<file path="src/rtl/twos_mul_seq.sv">
`default_nettype none
// ============================================================================
// Module   : twos_mul_seq
// Purpose  : Signed WIDTH x WIDTH multiply sequencer around an unsigned core,
//            time-sharing one external 2*WIDTH two's-complement negator.
// Revision : 1.0 - initial release
// ============================================================================
module twos_mul_seq #(
    parameter int WIDTH = 8
) (
    input  logic                 clk,
    input  logic                 rst_n,
    input  logic                 in_valid,
    output logic                 in_ready,
    input  logic [WIDTH-1:0]     in_a,
    input  logic [WIDTH-1:0]     in_b,
    output logic [2*WIDTH-1:0]   twos_i,
    input  logic [2*WIDTH-1:0]   twos_o,
    output logic                 mul_start,
    output logic [WIDTH-1:0]     mul_a,
    output logic [WIDTH-1:0]     mul_b,
    input  logic                 mul_done,
    input  logic [2*WIDTH-1:0]   mul_p,
    output logic                 out_valid,
    input  logic                 out_ready,
    output logic [2*WIDTH-1:0]   out_p,
    output logic                 busy
);

    localparam int         c_PW     = 2 * WIDTH;
    localparam logic [2:0] c_IDLE   = 3'd0;
    localparam logic [2:0] c_NEG_A  = 3'd1;
    localparam logic [2:0] c_NEG_B  = 3'd2;
    localparam logic [2:0] c_MUL    = 3'd3;
    localparam logic [2:0] c_NEG_P  = 3'd4;
    localparam logic [2:0] c_DONE   = 3'd5;

    logic [2:0]       r_state;
    logic [WIDTH-1:0] r_b;
    logic             r_sign_p;

    function automatic logic [c_PW-1:0] f_sext(input logic [WIDTH-1:0] v);
        return {{WIDTH{v[WIDTH-1]}}, v};
    endfunction

    // Outputs are registered: each transition loads the values the next state presents.
    always_ff @(posedge clk or negedge rst_n) begin
        if (!rst_n) begin
            r_state   <= c_IDLE;
            r_b       <= '0;
            r_sign_p  <= 1'b0;
            in_ready  <= 1'b1;
            busy      <= 1'b0;
            out_valid <= 1'b0;
            mul_start <= 1'b0;
            twos_i    <= '0;
            mul_a     <= '0;
            mul_b     <= '0;
            out_p     <= '0;
        end else begin
            case (r_state)
                c_IDLE: begin
                    if (in_valid) begin
                        r_b      <= in_b;
                        r_sign_p <= in_a[WIDTH-1] ^ in_b[WIDTH-1];
                        mul_a    <= in_a;
                        mul_b    <= in_b;
                        in_ready <= 1'b0;
                        busy     <= 1'b1;
                        if (in_a[WIDTH-1]) begin
                            twos_i  <= f_sext(in_a);
                            r_state <= c_NEG_A;
                        end else if (in_b[WIDTH-1]) begin
                            twos_i  <= f_sext(in_b);
                            r_state <= c_NEG_B;
                        end else begin
                            mul_start <= 1'b1;
                            r_state   <= c_MUL;
                        end
                    end
                end
                c_NEG_A: begin
                    mul_a <= twos_o[WIDTH-1:0];
                    if (r_b[WIDTH-1]) begin
                        twos_i  <= f_sext(r_b);
                        r_state <= c_NEG_B;
                    end else begin
                        twos_i    <= '0;
                        mul_start <= 1'b1;
                        r_state   <= c_MUL;
                    end
                end
                c_NEG_B: begin
                    mul_b     <= twos_o[WIDTH-1:0];
                    twos_i    <= '0;
                    mul_start <= 1'b1;
                    r_state   <= c_MUL;
                end
                c_MUL: begin
                    mul_start <= 1'b0;
                    // mul_start is high only in the start cycle, where mul_done is not trusted.
                    if (!mul_start && mul_done) begin
                        if (r_sign_p) begin
                            twos_i  <= mul_p;
                            r_state <= c_NEG_P;
                        end else begin
                            out_p     <= mul_p;
                            out_valid <= 1'b1;
                            r_state   <= c_DONE;
                        end
                    end
                end
                c_NEG_P: begin
                    out_p     <= twos_o;
                    twos_i    <= '0;
                    out_valid <= 1'b1;
                    r_state   <= c_DONE;
                end
                c_DONE: begin
                    if (out_ready) begin
                        out_valid <= 1'b0;
                        in_ready  <= 1'b1;
                        busy      <= 1'b0;
                        r_state   <= c_IDLE;
                    end
                end
                default: begin
                    r_state   <= c_IDLE;
                    in_ready  <= 1'b1;
                    busy      <= 1'b0;
                    out_valid <= 1'b0;
                    mul_start <= 1'b0;
                    twos_i    <= '0;
                end
            endcase
        end
    end

endmodule
`default_nettype wire
</file>
<file path="config.mk">
export PLATFORM = sky130hd
export DESIGN_NAME = twos_mul_seq
export DESIGN_NICKNAME = d
export VERILOG_FILES = /design/src/rtl/twos_mul_seq.sv
export SDC_FILE = /design/constraint.sdc
export NUM_CORES = 1
export LEC_CHECK = 0
export ABC_CLOCK_PERIOD_IN_PS = 2100
export BUFFER_PORTS_ARGS = -buffer_cell sky130_fd_sc_hd__buf_2
export CORE_MARGIN = 2
export CORE_UTILIZATION = 49
export DETAILED_ROUTE_END_ITERATION = 6
export GPL_TIMING_DRIVEN = 0
export PLACE_DENSITY_LB_ADDON = 0.25
export SKIP_CTS_REPAIR_TIMING = 1
export SLEW_MARGIN = 10
export SYNTH_ARGS = -nofsm -noshare
export SYNTH_HDL_FRONTEND = slang
export SYNTH_SLANG_ARGS = --single-unit
</file>
<file path="constraint.sdc">
create_clock -name clk -period 2.1 [get_ports clk]
set_input_delay 0.525 -clock clk [delete_from_list [all_inputs] [get_ports clk]]
set_output_delay 0.525 -clock clk [all_outputs]
set_load 0.02 [all_outputs]
</file>
## Word-level counts from Yosys, hierarchy flattened

Index checks and enable logic that the tools add are counted.

- Equality and inequality tests: 14
- Muxes and demuxes: 36
- Bitwise gates (word level): 5
- Reduce and logical (&&, ||, !) cells: 18

Operators by type and width:

| cell | count |
|---|---|
| $mux 16 | 8 |
| $pmux 16 s4 | 1 |
| $pmux 16 s2 | 1 |
| $pmux 8 s2 | 2 |
| $pmux 3 s6 | 1 |
| $mux 8 | 2 |
| $ne 2x2->1 const B | 8 |
| $mux 1 | 13 |
| $reduce_and 5->1 | 2 |
| $mux 3 | 3 |
| $reduce_and 3->1 | 3 |
| $pmux 1 s4 | 2 |
| $eq 3x2->1 const B | 2 |
| $eq 3x3->1 const B | 2 |
| $pmux 1 s3 | 2 |
| $reduce_and 2->1 | 3 |
| $reduce_bool 2->1 | 3 |
| $not 1->1 | 4 |
| $reduce_and 4->1 | 1 |
| $reduce_or 4->1 | 1 |
| $eq 3x1->1 const B | 1 |
| $logic_not 3->1 | 1 |
| $ne 3x3->1 const B | 1 |
| $reduce_or 3->1 | 1 |
| 5 further kinds | 5 |

- Register bits: 64
- Bits of input ports: 53
- Output and inout bits: 52

## Logic depth before layout (Yosys ltp)

Gate-level depths: netlist (run 1).

- Depth in word-level cells: 4
- Mapped depth: 8

## Least setup slack after synthesis (run 1)

Ideal clock, no wire load.

- Path type: input to register
- Start: input in_a[7]
- End: register twos_i[6]
- Data arrival time: 1699 ps
- Setup slack: 275 ps
- Cell stages on the path: 8
- Cell sequence: buf_4 > inv_1 > ha_1 > nand2b_1 > a21oi_1 > o21ai_1 > buf_2 > o2bb2ai_1

- Word-level cells in the longest chain between the ends: 3

RTL lines:

| element | RTL line | RTL |
|---|---|---|
| from (decl) | 15 | `input logic [WIDTH-1:0] in_a,` |
| $mux 16 | 70 | `if (in_a[WIDTH-1]) begin` |
| $mux 16 | 63 | `if (in_valid) begin` |
| $pmux 16 s4 | 61 | `case (r_state)` |
| to (signal assigned) | 71 | `twos_i <= f_sext(in_a);` |
| to (signal assigned) | 74 | `twos_i <= f_sext(in_b);` |
| to (signal assigned) | 85 | `twos_i <= f_sext(r_b);` |
| to (decl) | 17 | `output logic [2*WIDTH-1:0] twos_i,` |

Parallel ways exist; a longest one is shown, timed or not. The select of a mux whose other input is x is not followed.
A chain may end at the register's enable or synchronous reset.

## Worst setup path in the final report (run 1)

- Start: register r_state[1]
- End: register mul_a[2]

- Word-level cells in the longest chain between the ends: 3

RTL lines:

| element | RTL line | RTL |
|---|---|---|
| from (decl) | 38 | `logic [2:0] r_state;` |
| from (signal assigned) | 49 | `r_state <= c_IDLE;` |
| from (signal assigned) | 72 | `r_state <= c_NEG_A;` |
| from (signal assigned) | 75 | `r_state <= c_NEG_B;` |
| $eq 3x1->1 or $logic_not 3->1 (tied branches) | 61 |  |
| $reduce_bool 2->1 (no line) or $ne 2x2->1 (tied branches) | -- |  |
| $reduce_and 2->1 (no line) | -- |  |
| to (signal assigned) | 66 | `mul_a <= in_a;` |
| to (signal assigned) | 83 | `mul_a <= twos_o[WIDTH-1:0];` |
| to (decl) | 20 | `output logic [WIDTH-1:0] mul_a,` |

Parallel ways exist; a longest one is shown, timed or not.

==> results of run 1 <==
-- layer usage --
layer  share of wire  wire, microns  track usage
met5               0              0            0
met4           0.016            126       0.0836
met3           0.042            339       0.0396
met2            0.48           3840        0.363
met1            0.46           3740        0.337
-- worst max path at each step --
stage	to	start	slack [ns]
floorplan	twos_i[6]$_DFFE_PN0P_	in_a[7]	0.28
global placement	twos_i[13]$_DFFE_PN0P_	in_a[7]	-0.1
detailed placement	twos_i[10]$_DFFE_PN0P_	in_a[7]	-0.10
CTS	mul_a[1]$_DFFE_PN0P_	r_state[1]$_DFFE_PN0P_	0.16
global route	mul_a[6]$_DFFE_PN0P_	r_state[1]$_DFFE_PN0P_	0.03
finish	mul_a[2]$_DFFE_PN0P_	r_state[1]$_DFFE_PN0P_	0.20
-- worst max-delay path: stages (launching register included) --
cell and delay, ns:
dfrtp_1 0.40, buf_6 0.15, nor3b_2 0.58, clkbuf_1 0.49, nand2_1 0.10, o21ai_1 0.10
-- cell usage after synthesis, types with 5 or more instances --
| library cell | instances |
|---|---|
| a21oi_1 | 18 |
| a221oi_1 | 7 |
| a22oi_1 | 7 |
| buf_2 | 8 |
| clkbuf_1 | 5 |
| dfrtp_1 | 63 |
| inv_1 | 6 |
| mux2_2 | 9 |
| mux2i_1 | 33 |
| nand2_1 | 39 |
| nor2_1 | 12 |
| o21ai_0 | 18 |
| o21ai_1 | 9 |
| o2bb2ai_1 | 16 |
-- registers in the layout, summed over array words and instances, names as in the netlist --
| register | count |
|---|---|
| out_p | 16 |
| twos_i | 16 |
| mul_a | 8 |
| mul_b | 8 |
| r_b | 8 |
| r_state | 3 |
| busy | 1 |
| in_ready | 1 |
| mul_start | 1 |
| out_valid | 1 |
| r_sign_p | 1 |
-- layout make-up --
class,instances,area (sq um),area share
Inverter,6,22.5,0.00571
Tap cell,77,96.3,0.0244
Timing Repair Buffer,104,546,0.138
Clock buffer,10,138,0.0349
Multi-Input combinational cell,202,1390,0.351
Buffer,22,131,0.0333
Sequential cell,64,1600,0.406
Clock inverter,4,22.5,0.00571
-- kinds of logic after synthesis --
group / after synthesis / synth area share
AOI/OAI and AO/OA: 88 / 0.187
buffers and inverters: 28 / 0.0490
muxes: 42 / 0.137
adders and majority gates: 2 / 0.00796
DFF: 64 / 0.510
and+or+nand+nor: 70 / 0.109
-- per-stage QoR --
step	instances	setup slack (ns)	cell area, sq um	power [uW]	TNS, ns
final	489	0.198	3950	6100	0
after global routing	489	0.0294	3950	6520	0
after CTS	489	0.160	3950	6130	0
after detailed placement	475	-0.105	3780	5250	-0.935
after global placement	474	-0.0996	3750	5140	-0.950
after floorplan	294	0.275	3140	4220	0
-- power by group through the flow --
stage	Combinational [uW]	Sequential, uW	Clock (uW)
finish	3090	2120	889
CTS	3110	2120	901
detailed placement	3110	2140	0
floorplan	1570	2650	0
global route	3370	2180	970
global placement	3030	2110	0
-- cell usage in the layout, fill, tap and decap left out, types with 9 or more instances in the layout --
cell type,instances
clkbuf_8,10
dfrtp_1,63
mux2_2,9
o2bb2ai_1,16
mux2i_1,33
buf_2,110
nor2_1,12
o21ai_1,9
a21oi_1,18
o21ai_0,18
nand2_1,39
==> impl_metrics.json, run 1 <==
{
  "n_antenna_cell": 0,
  "first_pass_iters": 4,
  "clkPwrFrac": 0.146,
  "wl_per_cell_microns": 16.5,
  "hold_viol_final": 0,
  "grt_first_pass_wirelength_microns": 13000,
  "drv_cap": 0,
  "pin_count": 105,
  "worst_slew_margin_rel": 0.549,
  "track_usage": 0.235,
  "tightest_slew_ns": 0.673,
  "synth.avg_cell_area_sq_um": 10.7,
  "synth.top_cell.area_share": 0.502,
  "rr_endpoint": "mul_a[2]$_DFFE_PN0P_",
  "r2r-start": "r_state[1]$_DFFE_PN0P_",
  "h-tree-depth": 3,
  "clock_path_buffers": 2,
  "globalRouteOverflowTotal": 0,
  "cts.sinks": 64,
  "internal_power_uw": 3380,
  "power_switching_uw": 2710,
  "fin_skew_ns": 0.00960,
  "ys_seq_elements": 64,
  "ant_nets": 0,
  "dp_hpwl_microns": 5840,
  "syn_nets": 349,
  "switching_share": 0.445,
  "worstPathArrival_ns": 2.16,
  "clkLatencyLatePin_ns": 0.33,
  "cp-end-kind": "flip-flop",
  "rsz0062_at_grt": "no",
  "max_clock_freq_ghz": 0.526,
  "fin_util": 0.628,
  "p_per_area_nw_per_um2": 1550,
  "syn_area_sq_um": 3140,
  "cts_buffers": 9,
  "yosysSeqAreaShare": 0.510,
  "yosysWarnings": 0,
  "hold_slack_ns": 0.187,
  "synthTopCellsByArea": "dfrtp_1, mux2i_1, nand2_1",
  "grt_pass1_vias": 2544,
  "critPathRequiredTime_ns": 2.35,
  "finalCriticalPeriod_ns": 1.90,
  "drive_gt1_frac": 0.364,
  "cts.reportedPaths.clkPinSlew_ns": 0.07,
  "pwr-share-seq": 0.347,
  "via_count": 2659,
  "die_x_microns": 84.1,
  "antenna_found_initial": 0,
  "hold_class": "input pin to asynchronous set/reset pin",
  "regToRegSetupSlack_ns": 0.20,
  "pwr-share-comb": 0.507,
  "fillers": 542,
  "coreArea_sq_um": 6280,
  "num-nets-final": 464,
  "cts_tree": "yes",
  "clockRootBuffer": "clkbuf_8",
  "ys_types": 42,
  "synth_top_area_cell": "dfrtp_1",
  "wl_microns": 8050,
  "syn_inst": 294,
  "path_class": "flip-flop to flip-flop",
  "synth_edf_count": 0,
  "grt_max_degree": 65,
  "vias_per_cell": 5.44,
  "cp-start-kind": "flip-flop",
  "leakagePower_uw": 0.00190,
  "ir_worst_vdd_mv": 0.748,
  "status": "finished, final reports clean",
  "setup_viol": 0,
  "std_cell_rows": 29,
  "gp_congestion": 0.892,
  "fin_crit_sh": 0.906,
  "async_flop_share": 1.00,
  "initial_utilization": 0.501,
  "ff2ff_path_depth": 5,
  "die_area_sq_um": 7070,
  "dr.first_iter.drc_count": 174,
  "critical_path.max_fanout": 10,
  "port_buffers": 103,
  "drc": 0,
  "ys.flop_type": "dfrtp_1",
  "dieHeight_microns": 84.1,
  "drv_slew": 0,
  "area_delta_synth_final_pct": 25.5
}
Note: power is estimated with default switching activity, not from simulation.
==> run 2, diff against run 1 <==
Settings changed: CORE_UTILIZATION 49 to 50.
==> run 2 against run 1 <==
Routed wire length rose by 2.5%. Critical path depth did not move. Non-clock buffer count did not move. Critical endpoint is now mul_a[7]$_DFFE_PN0P_. Largest cell class unchanged.
==> impl_metrics.json, run 2 (synthesized netlist as in run 1, its figures left out) <==
{
  "cp-start-kind": "flip-flop",
  "ir_worst_vdd_mv": 0.818,
  "drive_gt1_frac": 0.363,
  "die_area_sq_um": 6940,
  "hold_class": "input pin to asynchronous set/reset pin",
  "drc": 0,
  "worst_slew_margin_rel": 0.564,
  "cp-end-kind": "flip-flop",
  "critPathRequiredTime_ns": 2.36,
  "setup_ws_ns": 0.150,
  "cts_buffers": 9,
  "place_ws_ns": -0.108,
  "critical-path-slowest-cell": "nor3b_2",
  "layout.cells.non_filler": 488,
  "gp_congestion": 0.860,
  "clkLatencyLatePin_ns": 0.34,
  "mostFrequentLayoutCells": "buf_2, dfrtp_1, nand2_1",
  "port_buffers": 103,
  "wl_met1_microns": 3730,
  "path_class": "flip-flop to flip-flop",
  "std_cell_rows": 28,
  "coreArea_sq_um": 5990,
  "tightest_slew_ns": 0.651,
  "fin_skew_ns": 0.00639,
  "cpLargestDelayFamily": "simple AND/OR/NAND/NOR gates",
  "final_common_cell": "buf_2",
  "p_per_area_nw_per_um2": 1570,
  "hold_viol_final": 0,
  "dp_hpwl_microns": 5830,
  "finalCriticalPeriod_ns": 1.95,
  "rr_endpoint": "mul_a[7]$_DFFE_PN0P_",
  "ff2ff_path_depth": 5,
  "die_x_microns": 83.3,
  "cpPeakStageDelay_ns": 0.57,
  "met3_length_microns": 502,
  "fin_crit_sh": 0.928,
  "dieHeight_microns": 83.3,
  "initial_utilization": 0.525,
  "dr.max_layer_used": "met4",
  "cts_tree": "yes",
  "grt_first_pass_wirelength_microns": 13500,
  "leakagePower_uw": 0.00191,
  "track_usage": 0.245,
  "cts.sinks": 64,
  "h-tree-depth": 3,
  "critical_path.max_fanout": 10,
  "top_regs": "out_p (16), twos_i (16)",
  "r2r-start": "r_state[1]$_DFFE_PN0P_",
  "drv_slew": 0,
  "regToRegSetupSlack_ns": 0.15,
  "first_pass_iters": 4,
  "path_cells": "buf_6 > nor3b_2 > clkbuf_1 > nand2_1 > o21ai_1",
  "num-nets-final": 464,
  "clockRootBuffer": "clkbuf_8",
  "vias_per_cell": 5.58,
  "area_delta_synth_final_pct": 25.8,
  "pin_count": 105,
  "setup_viol": 0,
  "status": "finished, final reports clean",
  "max_clock_freq_ghz": 0.513,
  "grt_pass1_vias": 2731,
  "grt_max_degree": 46,
  "wl_per_cell_microns": 16.9,
  "dr.first_iter.drc_count": 103,
  "clock_path_buffers": 2,
  "met2_length_microns": 3930,
  "rsz0062_at_grt": "no",
  "cts.reportedPaths.clkPinSlew_ns": 0.07,
  "worstPathArrival_ns": 2.21,
  "numPlacedInstances": 473,
  "ant_nets": 0,
  "globalRouteOverflowTotal": 0,
  "wl_microns": 8250,
  "drv_cap": 0,
  "n_antenna_cell": 0,
  "via_count": 2724,
  "crit_buf_inv": 2,
  "setup_tns_ns": 0,
  "antenna_found_initial": 0
}
## run 2: metal layers
layer  up-vias  global-route usage
met1      1327               0.320
met3         9              0.0487
met2        89               0.404
li1       1299                   -
met4         0              0.0894
met5         -                   0
## run 2: worst max path at each step
stage	startpoint	endpoint	cells after the start
after floorplan	in_a[7]	twos_i[6]$_DFFE_PN0P_	8
after global placement	in_a[7]	twos_i[14]$_DFFE_PN0P_	8
after detailed placement	in_a[7]	twos_i[14]$_DFFE_PN0P_	8
after CTS	r_state[0]$_DFFE_PN0P_	r_b[7]$_DFFE_PN0P_	4
after global routing	r_state[2]$_DFFE_PN0P_	out_p[4]$_DFFE_PN0P_	6
final	r_state[1]$_DFFE_PN0P_	mul_a[7]$_DFFE_PN0P_	5
## run 2: layout make-up
type | instances | area (sq um)
timing repair buffer | 104 | 546
sequential | 64 | 1600
fill | 508 | 2040
clock buffer | 12 | 155
inverter | 6 | 22.5
multi-input combinational | 202 | 1390
clock inverter | 3 | 17.5
tap | 75 | 93.8
buffer | 22 | 131
## run 2: stage by stage
stage	total power [uW]	cell area [sq um]	hold WS, ns	utilization
finish	6190	3960	0.0677	0.660
global route	6590	3960	0.0813	0.660
CTS	6210	3960	0.0787	0.660
detailed placement	5250	3780	0.438	0.631
global placement	5160	3750	0.447	0.626
floorplan	4220	3140	0.229	-
## run 2: where the power goes
group	switching, uW	total, uW	leakage [uW]	internal [uW]
clock	472	955	0.0000882	483
sequential	305	2120	0.000804	1810
combinational	1990	3120	0.00102	1130
total	2770	6190	0.00191	3420
==> run 3, diff against run 2 <==
Settings changed: REMOVE_ABC_BUFFERS from default to 1.
==> run 3 against run 2 <==
Sequential cell count unchanged. Largest power group unchanged. Register-to-register slack about the same. Clock power grew 9%. Cell area decreased by 0.57%. Total power increased by 0.37%.
==> impl_metrics.json, run 3 (synthesized netlist as in run 1, its figures left out) <==
{
  "status": "finished, final reports clean",
  "multiInputGateArea_sq_um": 1430,
  "grt_first_pass_wirelength_microns": 13300,
  "finalCriticalPeriod_ns": 1.96,
  "coreArea_sq_um": 5990,
  "ff2ff_path_depth": 3,
  "antenna_found_initial": 0,
  "switching_share": 0.441,
  "clock_path_buffers": 2,
  "crit_start": "r_state[1]$_DFFE_PN0P_",
  "mostFrequentLayoutCells": "buf_2, dfrtp_1, nand2_1",
  "cp-start-kind": "flip-flop",
  "drc": 0,
  "crit_buf_inv": 1,
  "internal_power_uw": 3480,
  "dieHeight_microns": 83.3,
  "drv_cap": 0,
  "drv_slew": 0,
  "dr.first_iter.drc_count": 116,
  "setup_tns_ns": 0,
  "critical-path-slowest-cell": "nor4b_4",
  "gp_congestion": 0.796,
  "clockRootBuffer": "clkbuf_8",
  "wl_per_cell_microns": 16.8,
  "std_cell_rows": 28,
  "regToRegSetupSlack_ns": 0.14,
  "h-tree-depth": 3,
  "cts_buffers": 9,
  "cp-end-kind": "flip-flop",
  "track_usage": 0.241,
  "dp_hpwl_microns": 5480,
  "cts.reportedPaths.clkPinSlew_ns": 0.07,
  "drive_gt1_frac": 0.374,
  "port_buffers": 104,
  "via_count": 2621,
  "leakagePower_uw": 0.00188,
  "rsz0062_at_grt": "no",
  "fin_crit_sh": 0.932,
  "first_pass_iters": 4,
  "grt_pass1_vias": 2613,
  "area_delta_synth_final_pct": 25.1,
  "worstSetupEndpoint": "r_b[6]$_DFFE_PN0P_",
  "place_ws_ns": -0.591,
  "setup_viol": 0,
  "fillers": 508,
  "top_regs": "out_p (16), twos_i (16)",
  "ir_worst_vdd_mv": 0.826,
  "max_clock_freq_ghz": 0.511,
  "rr_endpoint": "r_b[6]$_DFFE_PN0P_",
  "dpl_cell_area_sq_um": 3710,
  "cpPeakStageDelay_ns": 0.67,
  "p_per_area_nw_per_um2": 1580,
  "setup_ws_ns": 0.143,
  "postLayoutCellArea_sq_um": 3930,
  "clkLatencyLatePin_ns": 0.34,
  "num-nets-final": 449,
  "worstSetupPathDepth": 3,
  "r2r-start": "r_state[1]$_DFFE_PN0P_",
  "path_cells": "nor4b_4 > buf_6 > mux2_2",
  "clkPwrFrac": 0.168,
  "final_common_cell": "buf_2",
  "die_x_microns": 83.3,
  "hold_viol_final": 0,
  "power_switching_uw": 2740,
  "fin_skew_ns": 0.00723,
  "pwr-share-comb": 0.466,
  "ant_nets": 0,
  "hold_class": "input pin to asynchronous set/reset pin",
  "pin_count": 105,
  "wl_microns": 7970,
  "cts_tree": "yes",
  "fin_util": 0.656,
  "tightest_slew_ns": 0.806,
  "critPathRequiredTime_ns": 2.33,
  "globalRouteOverflowTotal": 0,
  "worst_slew_margin_rel": 0.459,
  "die_area_sq_um": 6940,
  "grt_max_degree": 65,
  "pwr-share-seq": 0.366,
  "cpLargestDelayFamily": "simple AND/OR/NAND/NOR gates",
  "path_class": "flip-flop to flip-flop",
  "worstPathArrival_ns": 2.19,
  "vias_per_cell": 5.54,
  "n_antenna_cell": 0,
  "initial_utilization": 0.525,
  "regArea_sq_um": 1610,
  "cts.sinks": 64,
  "critical_path.max_fanout": 21
}
==> run 3: cell types whose count changed in the layout (fill, tap and decap cells not counted), sizes merged <==
cell / change
clkinv: +1
clkinvlp: -1
bufinv: +1
buf: -9
clkbuf: -7
==> run 3: layer usage <==
layer  share of wire  vias to the layer above  GRT usage
li1                -                     1268          -
met1            0.45                     1248      0.334
met2            0.46                       92      0.371
met3           0.074                       13     0.0726
met4           0.013                        0     0.0626
met5               0                        -          0
==> run 3: stage by stage <==
stage                     hold slack, ns  std cells  total power, uW
after floorplan                    0.229        272             4070
after CTS                          0.300        472             6180
after global routing               0.340        473             6680
after detailed placement           0.451        457             5140
final                              0.273        473             6210
after global placement             0.448        451             5000
==> run 3: power by group through the flow <==
stage / registers, uW / clock network [uW] / logic [uW]
floorplan: 2750 / 0 / 1320
global placement: 2230 / 0 / 2770
detailed placement: 2260 / 0 / 2880
CTS: 2250 / 1060 / 2880
global route: 2360 / 1130 / 3200
finish: 2270 / 1040 / 2900
==> run 3: worst min path at each step <==
stage / slack, ns / endpoint / from / cells past startpoint
2_1_floorplan: 0.23 / busy$_DFFE_PN0P_ / rst_n / 0
6_report: 0.27 / out_p[14]$_DFFE_PN0P_ / rst_n / 1
4_1_cts: 0.30 / out_p[14]$_DFFE_PN0P_ / rst_n / 1
5_1_grt: 0.34 / out_p[14]$_DFFE_PN0P_ / rst_n / 1
3_3_place_gp: 0.45 / mul_b[3]$_DFFE_PN0P_ / mul_b[3]$_DFFE_PN0P_ / 2
3_5_place_dp: 0.45 / mul_b[2]$_DFFE_PN0P_ / mul_b[2]$_DFFE_PN0P_ / 2
==> run 3: cell type report <==
| cell class | instances | share of cell area |
|---|---|---|
| clock buffer | 11 | 0.0360 |
| timing repair buffer | 111 | 0.152 |
| clock inverter | 4 | 0.0115 |
| inverter | 6 | 0.00573 |
| sequential | 64 | 0.409 |
| tap | 75 | 0.0239 |
| multi-input combinational | 202 | 0.362 |
